### config.mk
export PLATFORM = sky130hd
export DESIGN_NAME = measure_rx
export DESIGN_NICKNAME = d
export VERILOG_FILES = /design/src/rtl/measure_rx.sv
export SDC_FILE = /design/constraint.sdc
export NUM_CORES = 1
export LEC_CHECK = 0
export CAP_MARGIN = 15
export CORE_MARGIN = 3
export CORE_UTILIZATION = 55
export CTS_CLUSTER_DIAMETER = 120
export DETAILED_ROUTE_END_ITERATION = 16
export PLACE_DENSITY = 0.81
export SYNTH_ARGS = -nofsm -noshare
export SYNTH_HDL_FRONTEND = slang
export SYNTH_SLANG_ARGS = --single-unit
export TNS_END_PERCENT = 20
### constraint.sdc
create_clock -name sys_clk -period 24 [get_ports sys_clk]
set_input_delay 4.8 -clock sys_clk [delete_from_list [all_inputs] [get_ports sys_clk]]
set_output_delay 4.8 -clock sys_clk [all_outputs]
set_load 0.05 [all_outputs]
### src/rtl/measure_rx.sv
// XGMII receive-side measurement engine: recognises IPv4/UDP test frames tagged with
// MAGIC_CODE, reports one-way latency, destination IP and per-second frame/byte counts.
`ifndef MAGIC_CODE
`define MAGIC_CODE 32'h5445_5354
`endif

module measure_rx #(
    parameter logic [31:0] MAGIC_CODE = `MAGIC_CODE
) (
    input  logic        sys_clk,
    input  logic        sys_rst,
    input  logic        sec_oneshot,
    input  logic [31:0] global_counter,
    input  logic [63:0] xgmii_rxd,
    input  logic [7:0]  xgmii_rxc,
    output logic [31:0] rx_pps,
    output logic [31:0] rx_throughput,
    output logic [23:0] rx_latency,
    output logic [31:0] rx_ipv4_ip,
    output logic        rx_match,
    output logic [1:0]  fsm_state
);
    // No handshake: every XGMII word is consumed in the cycle it is presented.
    localparam logic [1:0]  ST_IDLE    = 2'd0;
    localparam logic [1:0]  ST_DATA    = 2'd1;
    localparam logic [1:0]  ST_DROP    = 2'd2;
    localparam logic [63:0] START_WORD = 64'hd5555555555555fb;

    logic [1:0]  state;
    logic [7:0]  w;
    logic        bad;
    logic [31:0] t_rx;
    logic [31:0] ip;
    logic [31:0] ts;
    logic [31:0] pps_acc;
    logic [31:0] byte_acc;

    logic [7:0]  lane [8];
    logic        is_start;
    logic        term_hit;
    logic [2:0]  term_lane;
    logic        drop_end;
    logic [7:0]  below_term;
    logic        ctrl_before;
    logic [15:0] frame_bytes;
    logic [31:0] latency;
    logic        accept;
    logic [31:0] pps_next;
    logic [31:0] byte_next;

    function automatic logic [31:0] sat_add(input logic [31:0] a, input logic [31:0] b);
        logic [32:0] s;
        s = {1'b0, a} + {1'b0, b};
        return s[32] ? 32'hFFFF_FFFF : s[31:0];
    endfunction

    always_comb begin
        for (int i = 0; i < 8; i++) begin
            lane[i] = xgmii_rxd[8*i +: 8];
        end
    end

    // Scan from the top lane down so the lowest terminate lane wins.
    always_comb begin
        term_hit  = 1'b0;
        term_lane = 3'd0;
        drop_end  = 1'b0;
        for (int i = 7; i >= 0; i--) begin
            if (xgmii_rxc[i] && lane[i] == 8'hFD) begin
                term_hit  = 1'b1;
                term_lane = 3'(i);
            end
            if (xgmii_rxc[i] && (lane[i] == 8'hFD || lane[i] == 8'h07)) begin
                drop_end = 1'b1;
            end
        end
    end

    assign is_start    = (xgmii_rxc == 8'h01) && (xgmii_rxd == START_WORD);
    assign below_term  = (8'h01 << term_lane) - 8'h01;
    assign ctrl_before = |(xgmii_rxc & below_term);
    // 8*(w-1)+L; w saturates at 255 so this never exceeds 16'hFFFF.
    assign frame_bytes = {5'd0, w - 8'd1, term_lane};
    assign latency     = t_rx - ts;
    assign accept      = (state == ST_DATA) && !is_start && term_hit && !bad &&
                         (w >= 8'd9) && !ctrl_before;
    assign fsm_state   = state;

    assign pps_next  = accept ? 32'd1 : 32'd0;
    assign byte_next = accept ? {16'd0, frame_bytes} : 32'd0;

    always_ff @(posedge sys_clk or posedge sys_rst) begin
        if (sys_rst) begin
            state <= ST_IDLE;
            w     <= 8'd0;
            bad   <= 1'b0;
            t_rx  <= 32'd0;
            ip    <= 32'd0;
            ts    <= 32'd0;
        end else if (is_start) begin
            // A start word restarts capture from any state, aborting a frame in flight.
            state <= ST_DATA;
            w     <= 8'd1;
            bad   <= 1'b0;
            t_rx  <= global_counter;
        end else begin
            case (state)
                ST_DATA: begin
                    if (term_hit) begin
                        state <= ST_IDLE;
                    end else if (|xgmii_rxc) begin
                        state <= ST_DROP;
                    end else begin
                        w <= (w == 8'hFF) ? w : w + 8'd1;
                        case (w)
                            8'd2: if ({lane[4], lane[5]} != 16'h0800 || lane[6] != 8'h45) bad <= 1'b1;
                            8'd3: if (lane[7] != 8'h11) bad <= 1'b1;
                            8'd4: ip[31:16] <= {lane[6], lane[7]};
                            8'd5: ip[15:0]  <= {lane[0], lane[1]};
                            8'd6: begin
                                if ({lane[2], lane[3], lane[4], lane[5]} != MAGIC_CODE) bad <= 1'b1;
                                ts[31:16] <= {lane[6], lane[7]};
                            end
                            8'd7: ts[15:0] <= {lane[0], lane[1]};
                            default: ;
                        endcase
                    end
                end
                ST_DROP: begin
                    if (drop_end) state <= ST_IDLE;
                end
                default: state <= ST_IDLE;
            endcase
        end
    end

    always_ff @(posedge sys_clk or posedge sys_rst) begin
        if (sys_rst) begin
            rx_match      <= 1'b0;
            rx_latency    <= 24'd0;
            rx_ipv4_ip    <= 32'd0;
            rx_pps        <= 32'd0;
            rx_throughput <= 32'd0;
            pps_acc       <= 32'd0;
            byte_acc      <= 32'd0;
        end else begin
            rx_match <= accept;
            if (accept) begin
                rx_latency <= (latency[31:24] != 8'd0) ? 24'hFF_FFFF : latency[23:0];
                rx_ipv4_ip <= ip;
            end
            // A frame accepted on the window boundary seeds the new window.
            if (sec_oneshot) begin
                rx_pps        <= pps_acc;
                rx_throughput <= byte_acc;
                pps_acc       <= pps_next;
                byte_acc      <= byte_next;
            end else if (accept) begin
                pps_acc  <= sat_add(pps_acc, pps_next);
                byte_acc <= sat_add(byte_acc, byte_next);
            end
        end
    end
endmodule

==> results of run 1 <==
metrics by stage:
| stage | cell area (sq um) | hold WS, ns | setup slack (ns) |
|---|---|---|---|
| 6_report | 18900 | 0.488 | 12.40 |
| 2_1_floorplan | 15200 | 0.446 | 11.14 |
| 3_5_place_dp | 17800 | 0.472 | 12.04 |
| 4_1_cts | 18900 | 0.486 | 12.53 |
| 5_1_grt | 18900 | 0.515 | 11.80 |
| 3_3_place_gp | 17800 | 0.466 | 12.22 |
how the worst max path moves through the flow:
stage	startpoint	to	slack [ns]
global placement	xgmii_rxd[52]	byte_acc[11]	12.22
finish	xgmii_rxd[17]	byte_acc[18]	12.40
CTS	xgmii_rxd[17]	byte_acc[18]	12.53
detailed placement	xgmii_rxd[17]	byte_acc[24]	12.04
floorplan	sys_rst	bad	11.14
global route	xgmii_rxc[4]	byte_acc[18]	11.80
kinds of logic after synthesis:
group           Yosys count
simple gates            432
flops                   292
compound gates          288
mux                     195
buf+inv                 115
fa+ha+maj                52
xor+xnor                 44
synthesized netlist by cell type, types with 16 or more instances:
cell      count  area share [%]
a211oi_1     17            0.84
a21o_1       16            0.79
a21oi_1      83             2.7
a311oi_1     17            0.98
and3_1       30             1.2
clkbuf_1     46             1.1
dfrtp_1     292              48
ha_1         50             4.1
inv_1        54             1.3
mux2_2      189              14
nand2_1     100             2.5
nand3_1      41             1.4
nand4_1      24            0.99
nor2_1       79             2.0
nor3_1       36             1.2
nor4_1       19            0.78
o21ai_0      59             1.9
o22a_1       24             1.4
xnor2_1      25             1.4
xor2_1       19             1.1
state kept, by name (all words and copies together) (netlist names):
register	cells
ts	32
fsm_state	2
w	8
byte_acc	32
bad	1
rx_throughput	32
rx_latency	24
rx_match	1
rx_pps	32
t_rx	32
ip	32
pps_acc	32
rx_ipv4_ip	32
area by class of cell:
type                       instances  area (sq um)
fill                            1991          8160
multi-input combinational       1011          7450
sequential                       292          7310
timing repair buffer             236          2350
clock buffer                      41           873
tap                              341           427
clock inverter                    16           228
inverter                          55           214
antenna                            5          12.5
worst max-delay path: stages:
cell and delay (ns):
clkdlybuf4s50_1 0.43, nand3b_1 0.37, nor4_1 0.62, a211oi_2 0.07, o21ai_2 0.16, o211ai_1 0.21, ha_1 0.32, nor2b_1 0.04
nor3_1 0.13, o21ai_0 0.11, a31oi_1 0.16, or4b_1 0.52, or4_1 0.86, nor3b_1 0.42, ha_1 0.33, a21o_1 0.17
a21oi_1 0.26, nor2b_1 0.08, nor3_1 0.14, o21ai_0 0.20, nand2_1 0.21, or3_1 0.73, nand3_1 0.26, o21ai_0 0.27
a21oi_1 0.12
layer usage:
layer,wire length [um],GRT usage (%)
met1,17100,36.0
met2,19500,45.2
met3,2190,4.41
met4,1420,10.1
met5,0,0
report_power, final:
part | switching (mW) | internal, mW | total (mW) | leakage, nW
Clock | 0.200 | 0.310 | 0.510 | 0.550
Combinational | 0.0260 | 0.0201 | 0.0460 | 4.07
Sequential | 0.0000398 | 0.492 | 0.492 | 4.07
Total | 0.226 | 0.822 | 1.05 | 8.69
==> key figures, run 1 <==
Outcome
  • Status: finished, final reports clean

Setup path
  • Crit path required time: 24.40 ns
  • Reg2Reg Depth: 20
  • RR Endpoint: byte_acc[18]
  • Critical Path Source Type: primary input
  • CP Class: primary input to flop
  • R2R setup slack: 17.89 ns
  • CP Max Fanout: 25
  • Worst setup EP type: flop
  • R2r startpoint: w[0]
  • Worst path arrival time: 12.00 ns

Synth
  • Syn Nets: 1577
  • Multiplexer share of the synthesized area: 14.4%
  • Post-synth top flop: dfrtp_1
  • Yosys Warn Count: 0
  • Async SR Flop Fraction: 100%
  • Cell variety after synth: 70
  • EDFF count, synth: 0
  • Post-Synth XOR/XNOR Area: 2.54%
  • Adder-cell share of the synthesized area: 4.38%
  • Synthesized instance count: 1418
  • Avg Cell Area, Syn: 10.7 sq um
  • Main combinational cell family by area after synthesis: simple AND/OR/NAND/NOR gates
  • Post-Synth Simple-Gate Area: 15.3%
  • Synthesis-stage register bit count: 292
  • Post-synthesis sequential area ratio: 48.1%
  • Synthesized cell area: 15200 sq um
  • Compound-Gate Fraction of Synth Area: 12.4%

Hold path
  • Hold crit path type: flop to flop
  • Hold Path End: ts[23]
  • Hold Crit Depth: 2
  • HP Start: ts[23]

Die
  • Die ar.: 29600 sq um
  • Die height: 172 um
  • Initial Util: 56.2%
  • Row Count: 60
  • I/O pin count: 230
  • Die extent in x: 172 um
  • Core area: 27000 sq um

STA
  • Final Hold Fails: 0
  • Final worst-path cycle share: 48.3%
  • FMAX: 0.0862 GHz
  • Fin Setup TNS: 0 ns
  • Final setup violation count: 0
  • Slew Limit Fails: 0
  • Minimum clock period: 11.60 ns
  • Slew HR: 31.8%
  • Worst Max-Slew Pin Slew: 1.02 ns
  • Unrepaired setup endpoints after global routing: false
  • Clock skew: 0.0124 ns

CTS
  • Clk Latency, worst-skew pair: 0.57 ns
  • Num CTS Buffers: 31
  • Post-CTS Hold Fix Bufs: 0
  • Post-CTS setup buffers: 0
  • H-tree Lvls: 1
  • Reg clk slew, reported paths: 0.06 ns
  • Root Driver: clkbuf_16
  • Post_cts resized: 0
  • CTS tree: yes
  • Clock Path Buffers: 3
  • Clock Sinks: 292

Power
  • PD cells: 55.6 nW/um^2
  • VDD IR max: 0.0000521 V
  • Overall power: 1.05 mW
  • Leak: 8.69 nW

Global route
  • Number of global-route vias before repair: 12300
  • Overflow after GRT: 0
  • Largest net degree at the start of global routing: 195
  • First-pass GRT wire length: 64800 um
  • Tot GR Track Use: 27.1%
  • Initial antenna violation count: 5

Finish
  • Layout Cells excl Fill: 1997
  • Leading cell type in the layout, fill and taps excluded: dfrtp_1
  • Most frequent cells in the layout: dfrtp_1, clkdlybuf4s50_1, mux2_2, nand2_1, a21oi_1
  • Core utilization of the finished layout: 69.8%
  • Area grow syn2layout: 24.2%
  • Fraction of layout cells with a size suffix above 1: 16.8%
  • # nets final: 1786

Route
  • Post-Route WL: 40200 um
  • DR vias/cell: 6.13
  • WL/cell: 20.1 um
  • Pre-antenna DRT Iters: 5
  • Remaining antenna violation count: 0
  • Drt drc: 0
  • Routed vias: 12200
  • Initial DRC count: 913

Place
  • GP Congestion: 0.921
  • Placed Cells: 1935
  • Dpl hpwl: 28900 um
  • Port-buffer cells: 229

Job
  • Max-cap viol count: 0
Power figures use the tool's default switching activity.
==> run 2, diff against run 1 <==
- clock period: 24 -> 11.3 ns (I/O delays scaled with it)
==> key figures, run 2 (same netlist as run 1, synthesis figures left out) <==
Place
  • Port-buffer cells: 229 (unchanged)
  • GP Congestion: 0.913 (was 0.921)
  • Placed Cells: 1935 (unchanged)
  • Pre-CTS setup slack: 1.84 ns (was 12.04 ns)
  • Dpl hpwl: 29700 um (was 28900 um)

STA
  • Clock skew: 0.0261 ns (was 0.0124 ns)
  • Final worst-path cycle share: 79.7%
  • Slew HR: 32.4% (was 31.8%)
  • Final Hold Fails: 0 (unchanged)
  • Final Hold Slack: 0.490 ns (was 0.488 ns)
  • Worst Max-Slew Pin Slew: 1.01 ns (was 1.02 ns)
  • Slew Limit Fails: 0 (unchanged)
  • Unrepaired setup endpoints after global routing: false (unchanged)
  • Minimum clock period: 9.01 ns
  • Final setup violation count: 0 (unchanged)
  • Fin Setup TNS: 0 ns (unchanged)
  • Final WS setup: 2.29 ns (was 12.40 ns)
  • FMAX: 0.111 GHz

Route
  • DR vias/cell: 6.12 (was 6.13)
  • Remaining antenna violation count: 0 (unchanged)
  • WL/cell: 20.6 um (was 20.1 um)
  • Routed vias: 12200 (about the same)
  • Drt drc: 0 (unchanged)
  • Post-Route WL: 41000 um (was 40200 um)
  • Initial DRC count: 1006 (was 913)
  • Pre-antenna DRT Iters: 5 (unchanged)

Die
  • Core area: 27000 sq um (unchanged)
  • Initial Util: 56.2% (unchanged)
  • I/O pin count: 230 (unchanged)
  • Die extent in x: 172 um (unchanged)
  • Die height: 172 um (unchanged)
  • Die ar.: 29600 sq um (unchanged)
  • Row Count: 60 (unchanged)

Power
  • Leak: 8.66 nW (was 8.69 nW)
  • PD cells: 118 nW/um^2 (was 55.6 nW/um^2)
  • VDD IR max: 0.000116 V (was 0.0000521 V)
  • Overall power: 2.21 mW (was 1.05 mW)

Setup path
  • Worst path arrival time: 9.38 ns (was 12.00 ns)
  • Worst setup EP type: flop (unchanged)
  • CP Max Fanout: 25 (unchanged)
  • R2r startpoint: w[0] (unchanged)
  • Crit path required time: 11.67 ns (was 24.40 ns)
  • Worst setup path start: xgmii_rxc[4] (was xgmii_rxd[17])
  • CP Class: primary input to flop (unchanged)
  • Reg2Reg Depth: 20 (unchanged)
  • Critical Path Source Type: primary input (unchanged)

CTS
  • Root Driver: clkbuf_16 (unchanged)
  • Num CTS Buffers: 31 (unchanged)
  • Reg clk slew, reported paths: 0.06 ns (about the same)
  • Post-CTS Hold Fix Bufs: 0 (unchanged)
  • Post_cts resized: 0 (unchanged)
  • Clk Latency, worst-skew pair: 0.56 ns (was 0.57 ns)
  • Clock Path Buffers: 3 (unchanged)
  • Clock Sinks: 292 (unchanged)
  • CTS tree: yes (unchanged)
  • Post-CTS setup buffers: 0 (unchanged)
  • H-tree Lvls: 1 (unchanged)

Finish
  • Layout Cells excl Fill: 1996 (was 1997)
  • Fraction of layout cells with a size suffix above 1: 16.7% (was 16.8%)
  • Area grow syn2layout: 24.0% (was 24.2%)
  • # nets final: 1786 (unchanged)
  • Most frequent cells in the layout: dfrtp_1, clkdlybuf4s50_1, mux2_2, nand2_1, a21oi_1 (unchanged)
  • Leading cell type in the layout, fill and taps excluded: dfrtp_1 (unchanged)

Job
  • Max-cap viol count: 0 (unchanged)

Global route
  • Initial antenna violation count: 7 (was 5)
  • Number of global-route vias before repair: 12400 (was 12300)
  • Largest net degree at the start of global routing: 187 (was 195)
  • Tot GR Track Use: 27.4% (was 27.1%)
  • First-pass GRT wire length: 65000 um (was 64800 um)
  • Overflow after GRT: 0 (unchanged)

Hold path
  • Hold crit path type: flop to flop (unchanged)
  • Hold Crit Depth: 2 (unchanged)
  • HP Start: ts[23] (unchanged)

Outcome
  • Status: finished, final reports clean (unchanged)
## run 2: critical path: stages
cell and delay [ns]:
clkdlybuf4s50_1 0.64, nand4b_1 0.23, nor4_2 0.45, a211oi_2 0.14
o21ai_2 0.15, o211ai_1 0.20, ha_1 0.32, nor2b_1 0.04
nor3_1 0.11, o21ai_0 0.11, a31oi_1 0.17, or4b_1 0.53
or4_1 0.86, nor3b_1 0.46, ha_1 0.34, a21o_1 0.17
a21oi_1 0.28, nor2b_1 0.08, nor3_1 0.12, o21ai_0 0.21
nand2_1 0.21, or3_1 0.72, nand3_1 0.28, o21ai_0 0.21
a21oi_1 0.08
## run 2: final timing paths
| kind | to | slack [ns] |
|---|---|---|
| hold reg to reg | ts[23] | 0.49 |
| setup reg to reg | byte_acc[18] | 5.16 |
| hold / removal | ts[23] | 0.49 |
| setup / recovery | byte_acc[18] | 2.29 |
| max in group asynchronous | ts[24] | 7.61 |
| min in group asynchronous | rx_latency[3] | 2.23 |
## run 2: cell type report
class	instances	area [sq um]
fillers	1990	8180
multi-input cells	1011	7450
flip-flops and latches	292	7310
repair buffers	236	2350
clock buffers	37	828
well taps	341	427
clock inverters	16	241
inverters	55	214
diodes	8	20.0
## run 2: power breakdown
part           total (mW)  switching [mW]  internal [mW]
clock                1.07           0.415          0.654
sequential           1.05       0.0000870           1.05
combinational      0.0988          0.0561         0.0427
total                2.21           0.471           1.74
## run 2: layer usage
layer | global-route usage (%) | wire length, um
met4 | 10.3 | 1410
met5 | 0 | 0
met2 | 45.6 | 19800
met1 | 36.4 | 17300
met3 | 4.69 | 2540
## run 2: stage by stage
stage | utilization, % | instance area [sq um]
6_report | 69.7 | 18800
5_1_grt | 69.7 | 18800
4_1_cts | 69.6 | 18800
3_5_place_dp | 65.7 | 17800
3_3_place_gp | 65.7 | 17800
2_1_floorplan | - | 15200
